===== config.mk =====
export PLATFORM = sky130hd
export DESIGN_NAME = draw_rect_char
export DESIGN_NICKNAME = d
export VERILOG_FILES = /design/src/rtl/draw_rect_char.sv
export SDC_FILE = /design/constraint.sdc
export NUM_CORES = 1
export LEC_CHECK = 0
export ABC_AREA = 1
export CORE_AREA = 2 2 96 167
export DETAILED_ROUTE_END_ITERATION = 7
export DIE_AREA = 0 0 98 169
export PLACE_DENSITY = 0.57
export SLEW_MARGIN = 10
export SYNTH_ARGS = -nofsm -noshare
export SYNTH_HDL_FRONTEND = slang
export SYNTH_SLANG_ARGS = --single-unit

===== constraint.sdc =====
create_clock -name clk -period 1.3 [get_ports clk]
set_clock_uncertainty 0.05 [all_clocks]
set_input_delay 0.325 -clock clk [delete_from_list [all_inputs] [get_ports clk]]
set_output_delay 0.325 -clock clk [all_outputs]
set_load 0.1 [all_outputs]

===== src/rtl/draw_rect_char.sv =====
// draw_rect_char
// Video pipeline stage that overlays a 16x16-character text box (128 x 256 pixels)
// on the VGA stream. It converts the pixel position into a character-cell address
// for the character ROM and a glyph row for the font ROM. It then paints the
// returned 8-pixel glyph row in COLOR over the incoming background.
//
// Pipeline (T = cycle in which the inputs are sampled):
//   T+1 char_yx valid        (character ROM returns char_code at T+2)
//   T+2 char_line valid      ({char_code, char_line} addresses the font ROM)
//   T+3 char_pixels valid
//   T+4 all *_out valid, with the overlay applied to rgb_out
//
// Ports:
//   clk, rst            pixel clock, synchronous active-high reset
//   hcount_in/vcount_in pixel position (11 bits each)
//   hsync_in/vsync_in   sync strobes
//   hblnk_in/vblnk_in   blanking strobes
//   rgb_in              background colour {r,g,b}
//   char_pixels         font ROM row data, bit 7 = leftmost pixel
//   char_yx             {row, col} cell address to the character ROM
//   char_line           glyph row to the font ROM
//   *_out               timing signals delayed by 4 cycles, rgb_out overlaid
//
// There is no back-pressure; the pipeline advances every cycle.
module draw_rect_char #(
  parameter int          XPOS  = 100,
  parameter int          YPOS  = 100,
  parameter logic [11:0] COLOR = 12'hFFF
) (
  input  logic        clk,
  input  logic        rst,
  input  logic [10:0] hcount_in,
  input  logic [10:0] vcount_in,
  input  logic        hsync_in,
  input  logic        vsync_in,
  input  logic        hblnk_in,
  input  logic        vblnk_in,
  input  logic [11:0] rgb_in,
  input  logic [7:0]  char_pixels,
  output logic [7:0]  char_yx,
  output logic [3:0]  char_line,
  output logic [10:0] hcount_out,
  output logic [10:0] vcount_out,
  output logic        hsync_out,
  output logic        vsync_out,
  output logic        hblnk_out,
  output logic        vblnk_out,
  output logic [11:0] rgb_out
);

  localparam logic [10:0] X_LO = 11'(XPOS);
  localparam logic [10:0] X_HI = 11'(XPOS + 127);
  localparam logic [10:0] Y_LO = 11'(YPOS);
  localparam logic [10:0] Y_HI = 11'(YPOS + 255);
  localparam int          TW   = 38;  // timing bundle width

  // Box membership uses plain compares so positions left of / above the box can
  // never alias into it through subtraction wrap-around.
  logic          w_in_rect;
  logic [6:0]    w_rel_x;
  logic [7:0]    w_rel_y;
  logic [TW-1:0] w_tim_in;
  logic [2:0]    w_bit;

  assign w_in_rect = (hcount_in >= X_LO) && (hcount_in <= X_HI) &&
                     (vcount_in >= Y_LO) && (vcount_in <= Y_HI) &&
                     !hblnk_in && !vblnk_in;

  // Only the low bits of the offsets matter, and modular subtraction of the
  // low bits gives the same result as a full-width subtraction.
  assign w_rel_x = hcount_in[6:0] - X_LO[6:0];
  assign w_rel_y = vcount_in[7:0] - Y_LO[7:0];

  // {hcount, vcount, hsync, vsync, hblnk, vblnk, rgb}
  assign w_tim_in = {hcount_in, vcount_in, hsync_in, vsync_in,
                     hblnk_in, vblnk_in, rgb_in};

  logic [7:0]    r_char_yx;
  logic [3:0]    r_char_line;
  logic          r_in_rect_d1, r_in_rect_d2, r_in_rect_d3;
  logic [2:0]    r_rel_x_d1, r_rel_x_d2, r_rel_x_d3;
  logic [3:0]    r_rel_y_d1;
  logic [TW-1:0] r_tim_d1, r_tim_d2, r_tim_d3;
  logic [25:0]   r_tim_out;
  logic [11:0]   r_rgb_out;

  // Pixel column inside the glyph row; bit 7 is the leftmost pixel.
  assign w_bit = 3'd7 - r_rel_x_d3;

  always_ff @(posedge clk) begin
    if (rst) begin
      r_char_yx    <= 8'h00;
      r_char_line  <= 4'h0;
      r_in_rect_d1 <= 1'b0;
      r_in_rect_d2 <= 1'b0;
      r_in_rect_d3 <= 1'b0;
      r_rel_x_d1   <= 3'd0;
      r_rel_x_d2   <= 3'd0;
      r_rel_x_d3   <= 3'd0;
      r_rel_y_d1   <= 4'h0;
      r_tim_d1     <= '0;
      r_tim_d2     <= '0;
      r_tim_d3     <= '0;
      r_tim_out    <= '0;
      r_rgb_out    <= 12'h000;
    end else begin
      // Stage 1: cell address to the character ROM.
      r_char_yx    <= w_in_rect ? {w_rel_y[7:4], w_rel_x[6:3]} : 8'h00;
      r_in_rect_d1 <= w_in_rect;
      r_rel_x_d1   <= w_rel_x[2:0];
      r_rel_y_d1   <= w_rel_y[3:0];
      r_tim_d1     <= w_tim_in;
      // Stage 2: glyph row, lined up with char_code coming back from the ROM.
      r_char_line  <= r_in_rect_d1 ? r_rel_y_d1 : 4'h0;
      r_in_rect_d2 <= r_in_rect_d1;
      r_rel_x_d2   <= r_rel_x_d1;
      r_tim_d2     <= r_tim_d1;
      // Stage 3: wait for the font ROM row.
      r_in_rect_d3 <= r_in_rect_d2;
      r_rel_x_d3   <= r_rel_x_d2;
      r_tim_d3     <= r_tim_d2;
      // Stage 4: overlay.
      r_tim_out    <= r_tim_d3[TW-1:12];
      r_rgb_out    <= (r_in_rect_d3 && char_pixels[w_bit]) ? COLOR
                                                           : r_tim_d3[11:0];
    end
  end

  assign char_yx    = r_char_yx;
  assign char_line  = r_char_line;
  assign hcount_out = r_tim_out[25:15];
  assign vcount_out = r_tim_out[14:4];
  assign hsync_out  = r_tim_out[3];
  assign vsync_out  = r_tim_out[2];
  assign hblnk_out  = r_tim_out[1];
  assign vblnk_out  = r_tim_out[0];
  assign rgb_out    = r_rgb_out;

endmodule

# Word-level counts from Yosys, hierarchy flattened
# Cells that the tools add are included.
[totals]
input_bits = 48
wordCells = 37
ff_bits = 180
[classes]
mux = 3
bitwise = 2
magnitude_cmp = 5
addsub = 3
reduce_logical = 10
[ops]
columns = ["operator", "n"]
rows = [
  ["$ge A11 B7 Y1 const B", 2],
  ["$mux W12", 1],
  ["$le A11 B8 Y1 const B", 1],
  ["$le A11 B9 Y1 const B", 1],
  ["$sub A8 B7 Y8 const B", 1],
  ["$sub A7 B7 Y7 const B", 1],
  ["$logic_and A1 B1 Y1", 6],
  ["$lt A3 B4 Y1 const B", 1],
  ["$reduce_or A2 Y1", 2],
  ["$bmux W1 S3", 1],
  ["$sub A3 B3 Y3 const A", 1],
  ["$logic_not A1 Y1", 2],
  ["$not A1 Y1", 2],
  ["$mux W1", 1],
]

# Logic depth before layout (Yosys ltp)
# Gate-level depths: netlist of the first run.
[depth]
depth_word = 8
ltp_mapped = 8

# Worst setup path before layout of the first run
# Ideal clock, no wire load.
[synth_timing]
kind = "reg2out"
start = "register r_char_line[0], in the netlist char_line[0]"
end = "output char_line[0]"
arrival_ns = 0.909
path_stages_with_launch = 1
path_buffers = 0
path_slack_ns = 0.016
cell_sequence = "dfxtp_1"
[synth_rtl]
columns = ["element", "line_no", "source"]
rows = [
  ["from (decl)", "79", "logic [3:0] r_char_line;"],
  ["from (signal assigned)", "114", "r_char_line <= r_in_rect_d1 ? r_rel_y_d1 : 4'h0;"],
  ["to (decl)", "41", "output logic [3:0] char_line,"],
]
# No word-level cell between the ends.

# Final worst setup path of the first run
[layout_timing]
start = "register r_char_yx[0], in the netlist char_yx[0]"
end = "output char_yx[0]"
[layout_rtl]
columns = ["element", "line_no", "source"]
rows = [
  ["from (decl)", "78", "logic [7:0] r_char_yx;"],
  ["from (signal assigned)", "108", "r_char_yx <= w_in_rect ? {w_rel_y[7:4], w_rel_x[6:3]} : 8'h00;"],
  ["to (decl)", "40", "output logic [7:0] char_yx,"],
]
# No word-level cell between the ends.

==> results.cfg, run 1 <==
[floorplanning]
die_area_sq_um = 16600
die_x_um = 98
io_pins = 98
coreArea_sq_um = 15200
start_util = 0.351
die_h_um = 169
row_count = 60

[layout]
final_common_cell = nor2_1
area_growth_syn_to_layout_pct = 50.8
drive_above_1_share = 0.301
n_antenna_cell = 0
design_area_sq_um = 8060
fillCellCount = 1360
nets = 796
fin_util = 0.529
final_cell_mix = 168 x nor2_1, 153 x inv_1, 120 x dfxtp_1, 53 x buf_12, 51 x dfxtp_2
stdcell_count = 941

[worst_setup_path]
crit_buf_inv = 1
arrival_ns = 0.96
r2r-start = r_rel_x_d3[0]
crit_chain = buf_12
r2r_slack_ns = 0.13
start_kind = flip-flop
crit_end = char_yx[0]
required_ns = 0.93
cp_slowest_cell = dfxtp_4
reg2reg_to = rgb_out[11]
crit_family = flip-flops
endpoint_kind = primary output
crit_path_max_incr_delay_ns = 0.37
reg2regPathDepth = 6
critPathKind = reg2out
path_depth = 1
worstPathMaxFanout = 1
critPathLaunch = char_yx[0]

[routing]
drtIter0Drc = 98
antenna_left = 0
drcViolationCount = 0
via_count = 3673
routedWlPerCell_um = 9.83
vias_per_cell = 3.90
wl_um = 9250
drt_first_pass_iters = 4

[clock_tree]
cts_tree = yes
clock_path_buffers = 2
cts_made_buffers = 17
clkSinkCount = 172
path_clk_slew_ns = 0.07
root_buffer = clkbuf_16
insertion_delay_ns = 0.41
htree_levels = 4
hold_buffers = 0

[status]
status = finished, violations left
failed_checks = setup timing

[timing]
final.period_utilization = 1.02
worst_pin_slew_ns = 0.328
finalHoldViolations = 0
finalSetupViolCount = 20
whs_ns = 0.130
min_period_ns = 1.33
drv_slew = 0
relSlewSlack = 0.781
layout_setup_ws_ns = -0.0325
clock.fmax_mhz = 750
rsz0062_at_grt = yes

[power_and_ir_drop]
power.switching_mw = 2.73
vdd_drop_max_uv = 869
cellPowerDensity_nw_per_um2 = 1380
leakagePower_nw = 3.66
total_power_mw = 11.1
seq_power_share = 0.495
comb_power_share = 0.077
switching_share = 0.246
p_int_mw = 8.36
pwr-share-clk = 0.429

[place]
place_hpwl_um = 6510
dp.cells = 902
placedInstanceArea_sq_um = 7250
port_buffers = 97
globalplace.congestion = 0.804

[global_routing]
grtUsageTotal = 0.114
overflow = 0
grt_pass1_wl_um = 15100
grt_max_degree = 83
grt_pass1_vias = 3429
antenna_found_initial = 0

[run]
cap_violations = 0

[synth]
synth.avg_cell_area_sq_um = 8.86
postSynthCellCount = 603
syn-num-nets = 657
ys_seq_area_frac = 0.644
ys_warn_count = 0
netlist_area_sq_um = 5340
synthDistinctLibCells = 21
ys_ff_latch = 172

[hold_path]
hold_path_class = in2reg
-- sequential cells by signal (all words and copies together), names as in the netlist --
register      count
r_rel_y_d1        4
rgb_out          12
r_tim_d3         36
r_in_rect_d1      1
r_rel_x_d1        3
r_rel_x_d2        3
r_in_rect_d2      1
r_tim_d1         34
r_tim_d2         36
char_yx           8
char_line         4
r_in_rect_d3      1
r_tim_out        26
r_rel_x_d3        3
-- Yosys cell counts (all sizes together) --
cell type | instances | area [sq um]
a21oi | 15 | 113
buf | 15 | 81.3
clkbuf | 4 | 15.0
dfxtp | 172 | 3440
ha | 6 | 75.1
inv | 165 | 619
nand2 | 22 | 97.6
nand3 | 12 | 77.6
nand4 | 2 | 12.5
nor2 | 171 | 642
nor3 | 9 | 90.1
o21ai | 3 | 15.0
xnor2 | 2 | 17.5
xor2 | 5 | 43.8
-- stage by stage --
stage	worst slack (ns)	TNS, ns
6_report	-0.0325	-0.185
5_1_grt	-0.0612	-1.81
4_1_cts	-0.0600	-1.40
3_5_place_dp	-0.594	-8.55
3_3_place_gp	-0.531	-7.58
2_1_floorplan	0.0160	0
-- area by class of cell --
class	instances	area (sq um)	area share
well taps	186	233	0.0289
multi-input cells	249	1280	0.159
clock buffers	17	425	0.0528
clock inverters	15	145	0.0180
inverters	165	619	0.0769
flip-flops and latches	172	3510	0.436
repair buffers	137	1840	0.228
-- routing by layer --
metal  part of all wire  global-route usage  vias to the layer above
met5                  0                   0                        -
met4              0.021              0.0688                        0
met3              0.041              0.0297                       12
met2               0.54               0.208                       79
met1               0.40               0.113                     1605
li1                   -                   -                     1977
-- cells by family after synthesis --
group                    after synthesis  synth area share
flip-flops                           172             0.644
adder cells (fa/ha/maj)                6            0.0141
XOR/XNOR                               7            0.0115
AO/OA/AOI/OAI                         18            0.0239
AND/OR/NAND/NOR                      216             0.172
buffers and inverters                184             0.134
-- timing repair --
action / in CTS / in global routing
gates resized for setup: 65 / 37
setup endpoints to repair: 59 / 70
buffers inserted: 2 / 3
cloned: 2 / 0
pin swaps: 3 / 12
-- worst min-delay path by stage --
stage                            start             to  slack (ns)  depth (start not counted)
after CTS                 vcount_in[2]  r_rel_y_d1[2]        0.17                          2
after detailed placement  r_tim_d1[23]   r_tim_d2[23]        0.34                          2
after global placement     r_tim_d1[4]    r_tim_d2[4]        0.34                          2
after global routing      hcount_in[9]   r_tim_d1[36]        0.13                          3
final                     hcount_in[9]   r_tim_d1[36]        0.13                          3
after floorplan           r_in_rect_d2   r_in_rect_d3        0.34                          2
-- power groups by stage --
stage / clock network (mW) / logic, mW / registers [mW]
after global placement: 0 / 0.813 / 5.61
after CTS: 4.90 / 0.838 / 5.49
final: 4.75 / 0.849 / 5.49
after floorplan: 0 / 0.301 / 5.74
after detailed placement: 0 / 0.824 / 5.61
after global routing: 5.11 / 0.931 / 5.50
(Power assumes the default switching activity.)
==> run 2: changes to the inputs <==
CORE_AREA = 2 2 91 158   (was 2 2 96 167)
DIE_AREA = 0 0 93 160   (was 0 0 98 169)
PLACE_DENSITY = 0.63   (was 0.57)
==> run 2 against run 1 <==
- first-iteration DRC count down 14%
- critical path depth unchanged
- power up 1.9%
- largest cell class unchanged
- cell count down 0.96%
- the flow still finishes with violations (setup timing)
- core utilization up 6.1 points
- cell area up 0.23%
- combinational power about the same
- die area down 10%
- largest power group unchanged
- clock-buffer cell count unchanged
- wire length up 1.1%
- maximum frequency up 0.32%
==> results.cfg, run 2 (synthesis results as in run 1) <==
[worst_setup_path]
worstPathMaxFanout = 1
critPathKind = reg2out
crit_buf_inv = 1
start_kind = flip-flop
reg2regPathDepth = 8
critPathLaunch = char_yx[0]
r2r_slack_ns = 0.13
crit_family = flip-flops
r2r-start = r_rel_x_d3[0]
cp_slowest_cell = dfxtp_2
crit_chain = buf_12
reg2reg_to = rgb_out[0]
required_ns = 0.93
crit_path_max_incr_delay_ns = 0.36
arrival_ns = 0.95
endpoint_kind = primary output

[hold_path]
min_from = hcount_in[10]
holdPathStages = 3
whs_endpoint = r_tim_d1[37]
hold_path_class = in2reg

[place]
place_hpwl_um = 6400
globalplace.congestion = 0.831
port_buffers = 97

[timing]
rsz0062_at_grt = yes
finalSetupViolCount = 22
worst_pin_slew_ns = 0.325
relSlewSlack = 0.783
layout_setup_ws_ns = -0.0282
clock.fmax_mhz = 753
drv_slew = 0
final.period_utilization = 1.02
finalHoldViolations = 0
min_period_ns = 1.33
finalSetupTns_ns = -0.170
whs_ns = 0.130

[global_routing]
grt_util_met1 = 0.129
grt_util_met3 = 0.0340
grt_pass1_vias = 3566
antenna_found_initial = 0
grtUsageTotal = 0.132
grt_max_degree = 83
overflow = 0
met2_usage = 0.245
grt.busiest_layer = met2
grt_pass1_wl_um = 15600

[power_and_ir_drop]
seq_power_share = 0.486
pwr-share-clk = 0.439
comb_power_share = 0.075
p_int_mw = 8.56
power.switching_mw = 2.74
cellPowerDensity_nw_per_um2 = 1400
switching_share = 0.242
leakagePower_nw = 3.63
vdd_drop_max_uv = 961
total_power_mw = 11.3

[layout]
reg.largest.list = r_tim_d2 (36), r_tim_d3 (36), r_tim_d1 (34)
ff_latch_area_sq_um = 3510
fillCellCount = 1172
final_common_cell = nor2_1
area_growth_syn_to_layout_pct = 51.1
nets = 796
n_antenna_cell = 0
multiInputGateArea_sq_um = 1300
drive_above_1_share = 0.305
fin_util = 0.590
final_cell_mix = 166 x nor2_1, 152 x inv_1, 120 x dfxtp_1, 53 x buf_12, 51 x dfxtp_2

[routing]
drt_first_pass_iters = 4
drcViolationCount = 0
drtIter0Drc = 84
routedWlPerCell_um = 10.0
antenna_left = 0
wl_um = 9350
via_count = 3696
vias_per_cell = 3.97

[floorplanning]
start_util = 0.390
die_h_um = 160
coreArea_sq_um = 13700
die_area_sq_um = 14900
row_count = 57
io_pins = 98
die_x_um = 93

[clock_tree]
hold_buffers = 0
clock_path_buffers = 2
cts_tree = yes
clkSinkCount = 172
insertion_delay_ns = 0.41
htree_levels = 4
root_buffer = clkbuf_16
path_clk_slew_ns = 0.07
cts_made_buffers = 17

[status]
status = finished, violations left
failed_checks = setup timing

[run]
cap_violations = 0
## run 2: metal layers
metal  up-vias  share of wire  wire length [um]
met2        81           0.56              5270
met1      1619           0.37              3470
met3        20          0.039               360
li1       1976              -                 -
met4         0          0.027               253
met5         -              0                 0
## run 2: worst max path at each step
stage              endpoint  depth (start not counted)
2_1_floorplan  char_line[0]                          0
3_3_place_gp     char_yx[3]                          7
3_5_place_dp     char_yx[3]                          7
4_1_cts          char_yx[0]                          1
5_1_grt        char_line[0]                          1
6_report         char_yx[0]                          1
## run 2: cell type report
class                           count  area share
Sequential cell                   172       0.435
Clock buffer                       17      0.0527
Clock inverter                     15      0.0208
Inverter                          165      0.0767
Timing Repair Buffer              137       0.226
Multi-Input combinational cell    249       0.161
Tap cell                          177      0.0274
## run 2: through the flow
step / cells / instance area, sq um / worst slack [ns]
2_1_floorplan: 603 / 5340 / 0.0160
3_3_place_gp: 893 / 7240 / -0.532
3_5_place_dp: 893 / 7240 / -0.574
4_1_cts: 929 / 7970 / -0.0519
5_1_grt: 932 / 8070 / -0.0581
6_report: 932 / 8070 / -0.0282
## run 2: power groups by stage
stage | combinational, mW | clock [mW] | sequential (mW)
3_3_place_gp | 0.809 | 0 | 5.61
6_report | 0.848 | 4.96 | 5.49
2_1_floorplan | 0.301 | 0 | 5.74
4_1_cts | 0.839 | 5.09 | 5.50
3_5_place_dp | 0.823 | 0 | 5.61
5_1_grt | 0.931 | 5.32 | 5.51
## run 2: timing repair
action,in CTS,in global routing
pin swaps,7,16
cloned,2,0
endpoints found under the setup margin,59,71
buffers inserted,2,3
resized for setup,72,38
